File: src/rtl/cgra_config_loader.sv
// cgra_config_loader: streams num_words consecutive 64-bit config words from the
// CGRA config memory (1-cycle read latency) through a credit-managed capture FIFO
// onto a valid/ready stream tagged with the word index.
//
// Ports:
//   clk, rst_n                 clock, synchronous active-low reset
//   start, base_addr, num_words load request (accepted only when idle)
//   busy, done                 load in progress / one-cycle completion pulse
//   cfg_addr, cfg_ren          registered read request to config memory
//   cfg_rdata, cfg_valid       read response, one cycle after the request is sampled
//   out_valid, out_ready       output handshake
//   out_data, out_idx          FIFO head word and its 0-based index in the load
//   cfg_checksum               XOR of all words popped in the current load
//                              (only with CGRA_CFG_LOADER_CHECKSUM_EN defined)
module cgra_config_loader #(
    parameter int DATA_WIDTH = 64,
    parameter int ADDR_WIDTH = 32,
    parameter int CNT_WIDTH  = 16,
    parameter int FIFO_DEPTH = 4
) (
    input  logic                  clk,
    input  logic                  rst_n,
    input  logic                  start,
    input  logic [ADDR_WIDTH-1:0] base_addr,
    input  logic [CNT_WIDTH-1:0]  num_words,
    output logic                  busy,
    output logic                  done,
    output logic [ADDR_WIDTH-1:0] cfg_addr,
    output logic                  cfg_ren,
    input  logic [DATA_WIDTH-1:0] cfg_rdata,
    input  logic                  cfg_valid,
    output logic                  out_valid,
    input  logic                  out_ready,
    output logic [DATA_WIDTH-1:0] out_data,
    output logic [CNT_WIDTH-1:0]  out_idx
`ifdef CGRA_CFG_LOADER_CHECKSUM_EN
    ,
    output logic [DATA_WIDTH-1:0] cfg_checksum
`endif
);
    localparam int PW = $clog2(FIFO_DEPTH);
    typedef enum logic [1:0] {IDLE, FETCH, DRAIN, DONE} state_t;
    state_t                  state_q, state_d;
    logic [ADDR_WIDTH-1:0]   base_q, base_d, addr_q, addr_d;
    logic [CNT_WIDTH-1:0]    num_q, num_d, issued_q, issued_d, idx_q, idx_d;
    logic [1:0]              pend_q, pend_d;
    logic                    ren_q, ren_d;
    logic [PW-1:0]           wp_q, wp_d, rp_q, rp_d;
    logic [PW:0]             cnt_q, cnt_d;
    logic [DATA_WIDTH-1:0]   mem_q [FIFO_DEPTH];
    logic                    push, pop, accept;
    logic [PW+1:0]           credit;
    assign accept = state_q == IDLE && start;
    // responses outside a load are stale (e.g. in flight across a reset) and dropped
    assign push   = cfg_valid && (state_q == FETCH || state_q == DRAIN);
    assign pop    = out_valid && out_ready;
    // pend counts every read from the moment it is issued until it is captured,
    // so FIFO occupancy plus pend bounds what can still land in the FIFO
    assign credit = (PW+2)'(cnt_q) + (PW+2)'(pend_q);
    always_comb begin
        state_d  = state_q;
        base_d   = base_q;
        num_d    = num_q;
        issued_d = issued_q;
        addr_d   = addr_q;
        ren_d    = 1'b0;
        idx_d    = idx_q + CNT_WIDTH'(pop);
        wp_d     = wp_q + PW'(push);
        rp_d     = rp_q + PW'(pop);
        cnt_d    = cnt_q + (PW+1)'(push) - (PW+1)'(pop);
        case (state_q)
            IDLE: if (start) begin
                base_d   = base_addr & ~ADDR_WIDTH'(7);
                num_d    = num_words;
                issued_d = '0;
                idx_d    = '0;
                state_d  = num_words == '0 ? DONE : FETCH;
            end
            FETCH: if (issued_q < num_q && credit < (PW+2)'(FIFO_DEPTH)) begin
                ren_d    = 1'b1;
                addr_d   = base_q + ADDR_WIDTH'({issued_q, 3'b000});
                issued_d = issued_q + CNT_WIDTH'(1);
                if (issued_d == num_q) state_d = DRAIN;
            end
            DRAIN: if (pend_q == '0 && cnt_q == '0) state_d = DONE;
            default: state_d = IDLE;
        endcase
        pend_d = accept ? 2'b00 : pend_q + 2'(ren_d) - 2'(push);
    end
    always_ff @(posedge clk) begin
        if (!rst_n) begin
            state_q  <= IDLE;
            base_q   <= '0;
            num_q    <= '0;
            issued_q <= '0;
            idx_q    <= '0;
            addr_q   <= '0;
            ren_q    <= 1'b0;
            pend_q   <= '0;
            wp_q     <= '0;
            rp_q     <= '0;
            cnt_q    <= '0;
        end else begin
            state_q  <= state_d;
            base_q   <= base_d;
            num_q    <= num_d;
            issued_q <= issued_d;
            idx_q    <= idx_d;
            addr_q   <= addr_d;
            ren_q    <= ren_d;
            pend_q   <= pend_d;
            wp_q     <= wp_d;
            rp_q     <= rp_d;
            cnt_q    <= cnt_d;
        end
    end
    always_ff @(posedge clk) begin
        if (push) mem_q[wp_q] <= cfg_rdata;
    end
    assign busy      = state_q == FETCH || state_q == DRAIN;
    assign done      = state_q == DONE;
    assign cfg_addr  = addr_q;
    assign cfg_ren   = ren_q;
    assign out_valid = cnt_q != '0;
    // storage is not reset, so the head is masked to keep out_data at 0 when empty
    assign out_data  = out_valid ? mem_q[rp_q] : '0;
    assign out_idx   = idx_q;
`ifdef CGRA_CFG_LOADER_CHECKSUM_EN
    logic [DATA_WIDTH-1:0] ck_q;
    always_ff @(posedge clk) begin
        if (!rst_n || accept) ck_q <= '0;
        else if (pop) ck_q <= ck_q ^ out_data;
    end
    assign cfg_checksum = ck_q;
`endif
endmodule

File: config.mk
export PLATFORM = sky130hd
export DESIGN_NAME = cgra_config_loader
export DESIGN_NICKNAME = d
export VERILOG_FILES = /design/src/rtl/cgra_config_loader.sv
export SDC_FILE = /design/constraint.sdc
export NUM_CORES = 1
export LEC_CHECK = 0
export CAP_MARGIN = 25
export CORE_ASPECT_RATIO = 0.5
export CORE_MARGIN = 4
export CORE_UTILIZATION = 49
export DETAILED_ROUTE_END_ITERATION = 10
export GPL_ROUTABILITY_DRIVEN = 0
export GPL_TIMING_DRIVEN = 1
export PLACE_DENSITY_LB_ADDON = 0.15
export REMOVE_ABC_BUFFERS = 1
export SLEW_MARGIN = 20
export SYNTH_ARGS = -nofsm -noshare
export SYNTH_HDL_FRONTEND = slang
export SYNTH_SLANG_ARGS = --single-unit
File: constraint.sdc
create_clock -name clk -period 6.6 [get_ports clk]
set_input_delay 0.99 -clock clk [delete_from_list [all_inputs] [get_ports clk]]
set_output_delay 0.99 -clock clk [all_outputs]
set_load 0.01 [all_outputs]
==> results of run 1 <==
==> worst max-delay path, stage by stage, from the launching register on <==
cell and delay (ns):
dfxtp_4 0.90, buf_4 0.58, mux4_2 0.57, and2_1 0.18, clkdlybuf4s50_1 0.49
==> sequential cells by signal (all words and copies together), names as in the netlist <==
signal,cells
mem_q,256
base_q,29
cfg_addr,29
issued_q,16
num_q,16
out_idx,16
cnt_q,3
pend_q,2
rp_q,2
state_q,2
wp_q,2
cfg_ren,1
==> power by group <==
group | internal, mW | total [mW] | switching (mW)
Clock | 1.06 | 1.92 | 0.856
Sequential | 2.83 | 3.03 | 0.199
Combinational | 1.19 | 2.32 | 1.13
Total | 5.08 | 7.27 | 2.19
==> metrics by stage <==
step	utilization, %	setup slack, ns	instances
2_1_floorplan	-	0.203	1150
3_3_place_gp	58.5	2.67	1818
3_5_place_dp	58.5	2.64	1818
4_1_cts	61.9	2.18	1880
5_1_grt	62.1	2.04	1883
6_report	62.1	2.34	1883
==> cells in the final DEF, fill, tap and decap left out, drive strengths merged, types with 2 or more instances in the layout <==
cell type,n
mux4,64
o211ai,6
buf,12
clkdlybuf4s50,226
xnor2,29
a31oi,6
fa,2
a21o,10
a21oi,94
nand2b,2
and4,6
nor3,9
ha,47
inv,38
clkinv,16
xor2,30
or3,13
dfxtp,118
and3,9
and2,70
o21ai,39
nand2,145
o21a,6
nor3b,3
nor4,18
or4,2
o31ai,3
nor2b,7
nand4,15
clkbuf,44
or2,5
a211oi,8
nand3,35
conb,3
nor2,37
edfxtp,256
mux2i,2
==> logic make-up (layout without fill, tap and decap cells) <==
logic type | count (synthesis) | after routing | synth area share, %
AO/OA/AOI/OAI | 183 | 183 | 6.63
XOR/XNOR | 59 | 59 | 3.22
adder cells (fa/ha/maj) | 49 | 49 | 3.91
buffers and inverters | 100 | 338 | 2.42
flip-flops | 374 | 374 | 62.6
multiplexers | 66 | 66 | 9.10
other | 1 | 4 | 0.0234
AND/OR/NAND/NOR | 378 | 378 | 12.1
==> how the worst min path moves through the flow <==
stage	start	endpoint	slack [ns]	cells after the start
final	cfg_addr[18]$_SDFFE_PN0P_	cfg_addr[18]$_SDFFE_PN0P_	0.45	2
after global routing	cfg_addr[6]$_SDFFE_PN0P_	cfg_addr[6]$_SDFFE_PN0P_	0.48	2
after CTS	cfg_addr[18]$_SDFFE_PN0P_	cfg_addr[18]$_SDFFE_PN0P_	0.45	2
after detailed placement	cfg_addr[18]$_SDFFE_PN0P_	cfg_addr[18]$_SDFFE_PN0P_	0.44	2
after global placement	cfg_addr[18]$_SDFFE_PN0P_	cfg_addr[18]$_SDFFE_PN0P_	0.45	2
after floorplan	base_q[10]$_SDFFE_PN0P_	base_q[10]$_SDFFE_PN0P_	0.44	2
==> layout make-up <==
cell class / instances / share of cell area [%]
Antenna cell: 1 / 0.0126
Clock buffer: 44 / 4.74
Clock inverter: 18 / 0.706
Inverter: 38 / 0.718
Multi-Input combinational cell: 738 / 28.5
Sequential cell: 374 / 50.6
Tap cell: 432 / 2.72
Timing Repair Buffer: 238 / 12.0
==> metal layers <==
layer / GRT usage, % / vias to the layer above / share of wire (%)
met5: 0 / - / 0
li1: - / 4909 / -
met3: 3.45 / 55 / 3.7
met2: 35.6 / 159 / 52
met1: 24.3 / 5142 / 42
met4: 5.27 / 0 / 2.2
==> metrics.txt, run 1 <==
Crit Path Class reg2out; CP Data Arrival Time 3.27 ns; Final Hold Violating Endpoints 0; P&R area growth vs syn 23.7%; library cells used by synthesis 62; Routed WL 35.1 mm; TritonCTS clock tree built; Slew HR 32.2%; critical path fanouts, max 40; Final Setup Violations 0; Die Y-Extent 136 um; Finished Cell Area 19900 um2; FF-to-FF setup slack 2.67 ns; DP HPWL 22.2 mm; Setup Buffers After CTS 0; total gr overflow 0; top-count cell post-synth edfxtp_1; CP endpoint kind output port; core area 32000 um2; PortBufs 226; Ys Warns 0; critical path required time 5.61 ns; Register Area 10100 um2; DR vias/cell 5.45; Layout fillers 2497; FFs w/ async S/R, synth 0%; fin crit share 64.5%; CTS Buffer Depth 3; Global Route Usage Sum 19.5%; root buf cell clkbuf_16; WHS 0.453 ns; post-synth top area cell edfxtp_1; Pwr Density 366 nW/um2; first-pass GRT wire length 56.4 mm; CP Launch Type flip-flop; DRT iter0 DRCs 550; # hold bufs at CTS 0; largest net degree at the start of global routing 78; share of layout cells above drive strength 1 10.4%; VDD IR max 0.000228 V; number of buffers created by CTS 35; Syn Inst Count 1210; chip width 264 um; Synth area leaders edfxtp_1, dfxtp_1, mux4_2, ha_1, nand2_1; Synth Flop Type edfxtp_1; post-synth top area share 47.9%; Reg2Reg Depth 10; Worst Setup SP rp_q[0]$_SDFF_PN0_; RR Endpoint issued_q[2]$_SDFFE_PN0P_; latest clock arrival within the worst-skew pair 0.52 ns; CTS sink count 374; Total Neg Setup Slack 0 ns; Reg clk slew, reported paths 0.06 ns; die area 35900 um2; Final ANT Viol Nets 0; MaxCap Viol Count 0; syn avg cell area 13.3 um2; worst slew pin tran 1.02 ns; DR DRC count 0; First-pass DRT Iterations 5; IO Pins 233; sequential share of the synthesized area 62.6%; min-delay worst type reg2reg; most frequent cells after synthesis edfxtp_1, nand2_1, dfxtp_1; Seq cells post-synth 374; via count 10.3k; Nets 1591; Final Max Slew Viols 0; status completed; starting density of the core 50.2%; vias in the first global route 10.8k; initial antenna violation count 1; wire length per cell 18.6 um; Post-CTS Resized 0; Setup crit end out_data[19]; row count 46; synthesized cell area 16100 um2; area occupied by multi-input gates 5650 um2; origin of the critical flop-to-flop path issued_q[13]$_SDFFE_PN0P_; Worst Skew 0.0160 ns; fin crit period 4.26 ns; Post-DP Area 18700 um2; H-tree depth 2; unrepaired setup endpoints after global routing false; total design power 7.27 mW; fmax 0.235 GHz; EDFF count, synth 256; Leak 6.74 nW
(Power assumes the default switching activity.)
==> inputs of run 2 (changes only) <==
CORE_UTILIZATION = 55   (was 49)
clock period = 4.4 ns   (was 6.6 ns; I/O delays follow)
==> metrics.txt, run 2 (synthesis results as in run 1) <==
Die Y-Extent 129 um (was 136 um); CTS sink count 374 (unchanged); first-pass GRT wire length 57.1 mm (was 56.4 mm); Setup Buffers After CTS 0 (unchanged); Net Sw Power 3.28 mW (was 2.19 mW); Nets 1588 (was 1591); Setup WS pre-CTS 1.03 ns (was 2.64 ns); most common cell after layout, fill and taps aside edfxtp_1 (unchanged); DRT iter0 DRCs 673 (was 550); Reg clk slew, reported paths 0.07 ns (was 0.06 ns); CP Launch Type flip-flop (unchanged); initial antenna violation count 1 (unchanged); cell-internal power 7.58 mW (was 5.08 mW); fin util 69.9% (was 62.1%); Reg with most FFs mem_q (unchanged); Pwr Density 550 nW/um2 (was 366 nW/um2); clock network power share 25.7% (was 26.4%); P&R area growth vs syn 22.9% (was 23.7%); DP HPWL 23.1 mm (was 22.2 mm); CP endpoint kind output port (unchanged); Finished Cell Area 19700 um2 (was 19900 um2); MaxCap Viol Count 0 (unchanged); status completed (unchanged); switch share 30.2% (was 30.1%); H-tree depth 1 (was 2); share of layout cells above drive strength 1 10.4% (about the same); row count 43 (was 46); Slew HR 31.3% (was 32.2%); starting density of the core 56.9% (was 50.2%); unrepaired setup endpoints after global routing false (unchanged); fmax 0.277 GHz; worst slew pin tran 1.03 ns (was 1.02 ns); fin crit share 82.1%; most frequent cells in the layout edfxtp_1, clkdlybuf4s50_1, nand2_1 (unchanged); TritonCTS clock tree built (unchanged); DR DRC count 0 (unchanged); combinational group share of total power 32.4% (was 32.0%); Post-CTS Resized 0 (unchanged); largest net degree at the start of global routing 66 (was 78); total gr overflow 0 (unchanged); Global Route Usage Sum 22.2% (was 19.5%); sequential power share 41.9% (was 41.7%); critical path fanouts, max 28 (was 40); DR vias/cell 5.67 (was 5.45); First-pass DRT Iterations 5 (unchanged); root buf cell clkbuf_16 (unchanged); Worst Skew 0.0161 ns (was 0.0160 ns); dpl cells 1771 (was 1818); Leak 6.72 nW (was 6.74 nW); min-delay worst type reg2reg (unchanged); VDD IR max 0.000373 V (was 0.000228 V); # hold bufs at CTS 0 (unchanged); max reg flops 256 (unchanged); critical path required time 3.74 ns (was 5.61 ns); CTS Buffer Depth 3 (unchanged); fin crit period 3.61 ns; number of buffers created by CTS 31 (was 35); wire length per cell 19.7 um (was 18.6 um); IO Pins 233 (unchanged); PortBufs 226 (unchanged); vias in the first global route 10.8k (about the same); FF-to-FF setup slack 0.93 ns (was 2.67 ns); die area 32200 um2 (was 35900 um2); chip width 250 um (was 264 um); CP Data Arrival Time 2.95 ns (was 3.27 ns); Crit Path Class reg2out (unchanged); via count 10.4k (was 10.3k); Routed WL 36.1 mm (was 35.1 mm); setup ws final 0.788 ns (was 2.34 ns); Final Hold Violating Endpoints 0 (unchanged); fin cells 1830 (was 1883); Layout fillers 1972 (was 2497); Final Setup Violations 0 (unchanged); Post-DP Area 18700 um2 (about the same); core area 28200 um2 (was 32000 um2); Total Neg Setup Slack 0 ns (unchanged); Final ANT Viol Nets 0 (unchanged); latest clock arrival within the worst-skew pair 0.58 ns (was 0.52 ns); Final Max Slew Viols 0 (unchanged)
-- run 2: cell count changes in the layout (fill, tap and decap cells not counted) --
| cell | previous run | this run |
|---|---|---|
| bufinv_16 | 1 | 3 |
| clkinvlp_4 | 1 | 3 |
| buf_4 | 10 | 11 |
| buf_12 | 1 | 2 |
| a21oi_2 | 1 | 0 |
| clkbuf_16 | 36 | 32 |
| inv_16 | 0 | 1 |
| buf_16 | 1 | 0 |
| clkbuf_1 | 7 | 4 |
| clkinv_8 | 2 | 0 |
| clkbuf_2 | 0 | 1 |
| inv_6 | 1 | 0 |
| a21oi_1 | 93 | 94 |
-- run 2: area by class of cell --
| type | count | area (um2) | share of cell area (%) |
|---|---|---|---|
| Clock inverter | 20 | 194 | 0.982 |
| Clock buffer | 38 | 835 | 4.23 |
| Tap cell | 382 | 478 | 2.42 |
| Timing Repair Buffer | 239 | 2380 | 12.1 |
| Sequential cell | 374 | 10100 | 50.9 |
| Inverter | 38 | 143 | 0.723 |
| Antenna cell | 1 | 2.50 | 0.0127 |
| Multi-Input combinational cell | 738 | 5650 | 28.6 |
-- run 2: metrics by stage --
step / hold WS (ns) / power, mW
after floorplan: 0.441 / 6.54
after global placement: 0.442 / 8.10
after detailed placement: 0.447 / 8.18
after CTS: 0.463 / 11.0
after global routing: 0.479 / 11.4
final: 0.459 / 10.9
-- run 2: worst paths after layout --
path / start / endpoint / depth (start not counted)
worst min-delay path: cfg_addr[6]$_SDFFE_PN0P_ / cfg_addr[6]$_SDFFE_PN0P_ / 2
worst max-delay path: rp_q[0]$_SDFF_PN0_ / out_data[24] / 4
worst min register to register: cfg_addr[6]$_SDFFE_PN0P_ / cfg_addr[6]$_SDFFE_PN0P_ / 2
worst max register to register: issued_q[13]$_SDFFE_PN0P_ / issued_q[14]$_SDFFE_PN0P_ / 10
-- run 2: layer usage --
metal / track usage, % / share of wire, % / vias to the layer above
met2: 41.4 / 53 / 238
li1: - / - / 4894
met3: 3.13 / 3.9 / 52
met1: 27.8 / 41 / 5196
met5: 0 / 0 / -
met4: 5.37 / 2.4 / 0
-- run 2: power groups by stage --
stage,Sequential [mW],Clock [mW],Combinational [mW]
floorplan,4.65,0,1.89
global placement,4.60,0,3.50
detailed placement,4.63,0,3.55
CTS,4.56,2.87,3.57
global route,4.61,2.99,3.83
finish,4.55,2.79,3.52
-- run 2: critical path: stages (launching register included) --
cell	delay, ns
dfxtp_4	0.73
buf_4	0.41
mux4_2	0.54
and2_1	0.17
clkdlybuf4s50_1	0.49
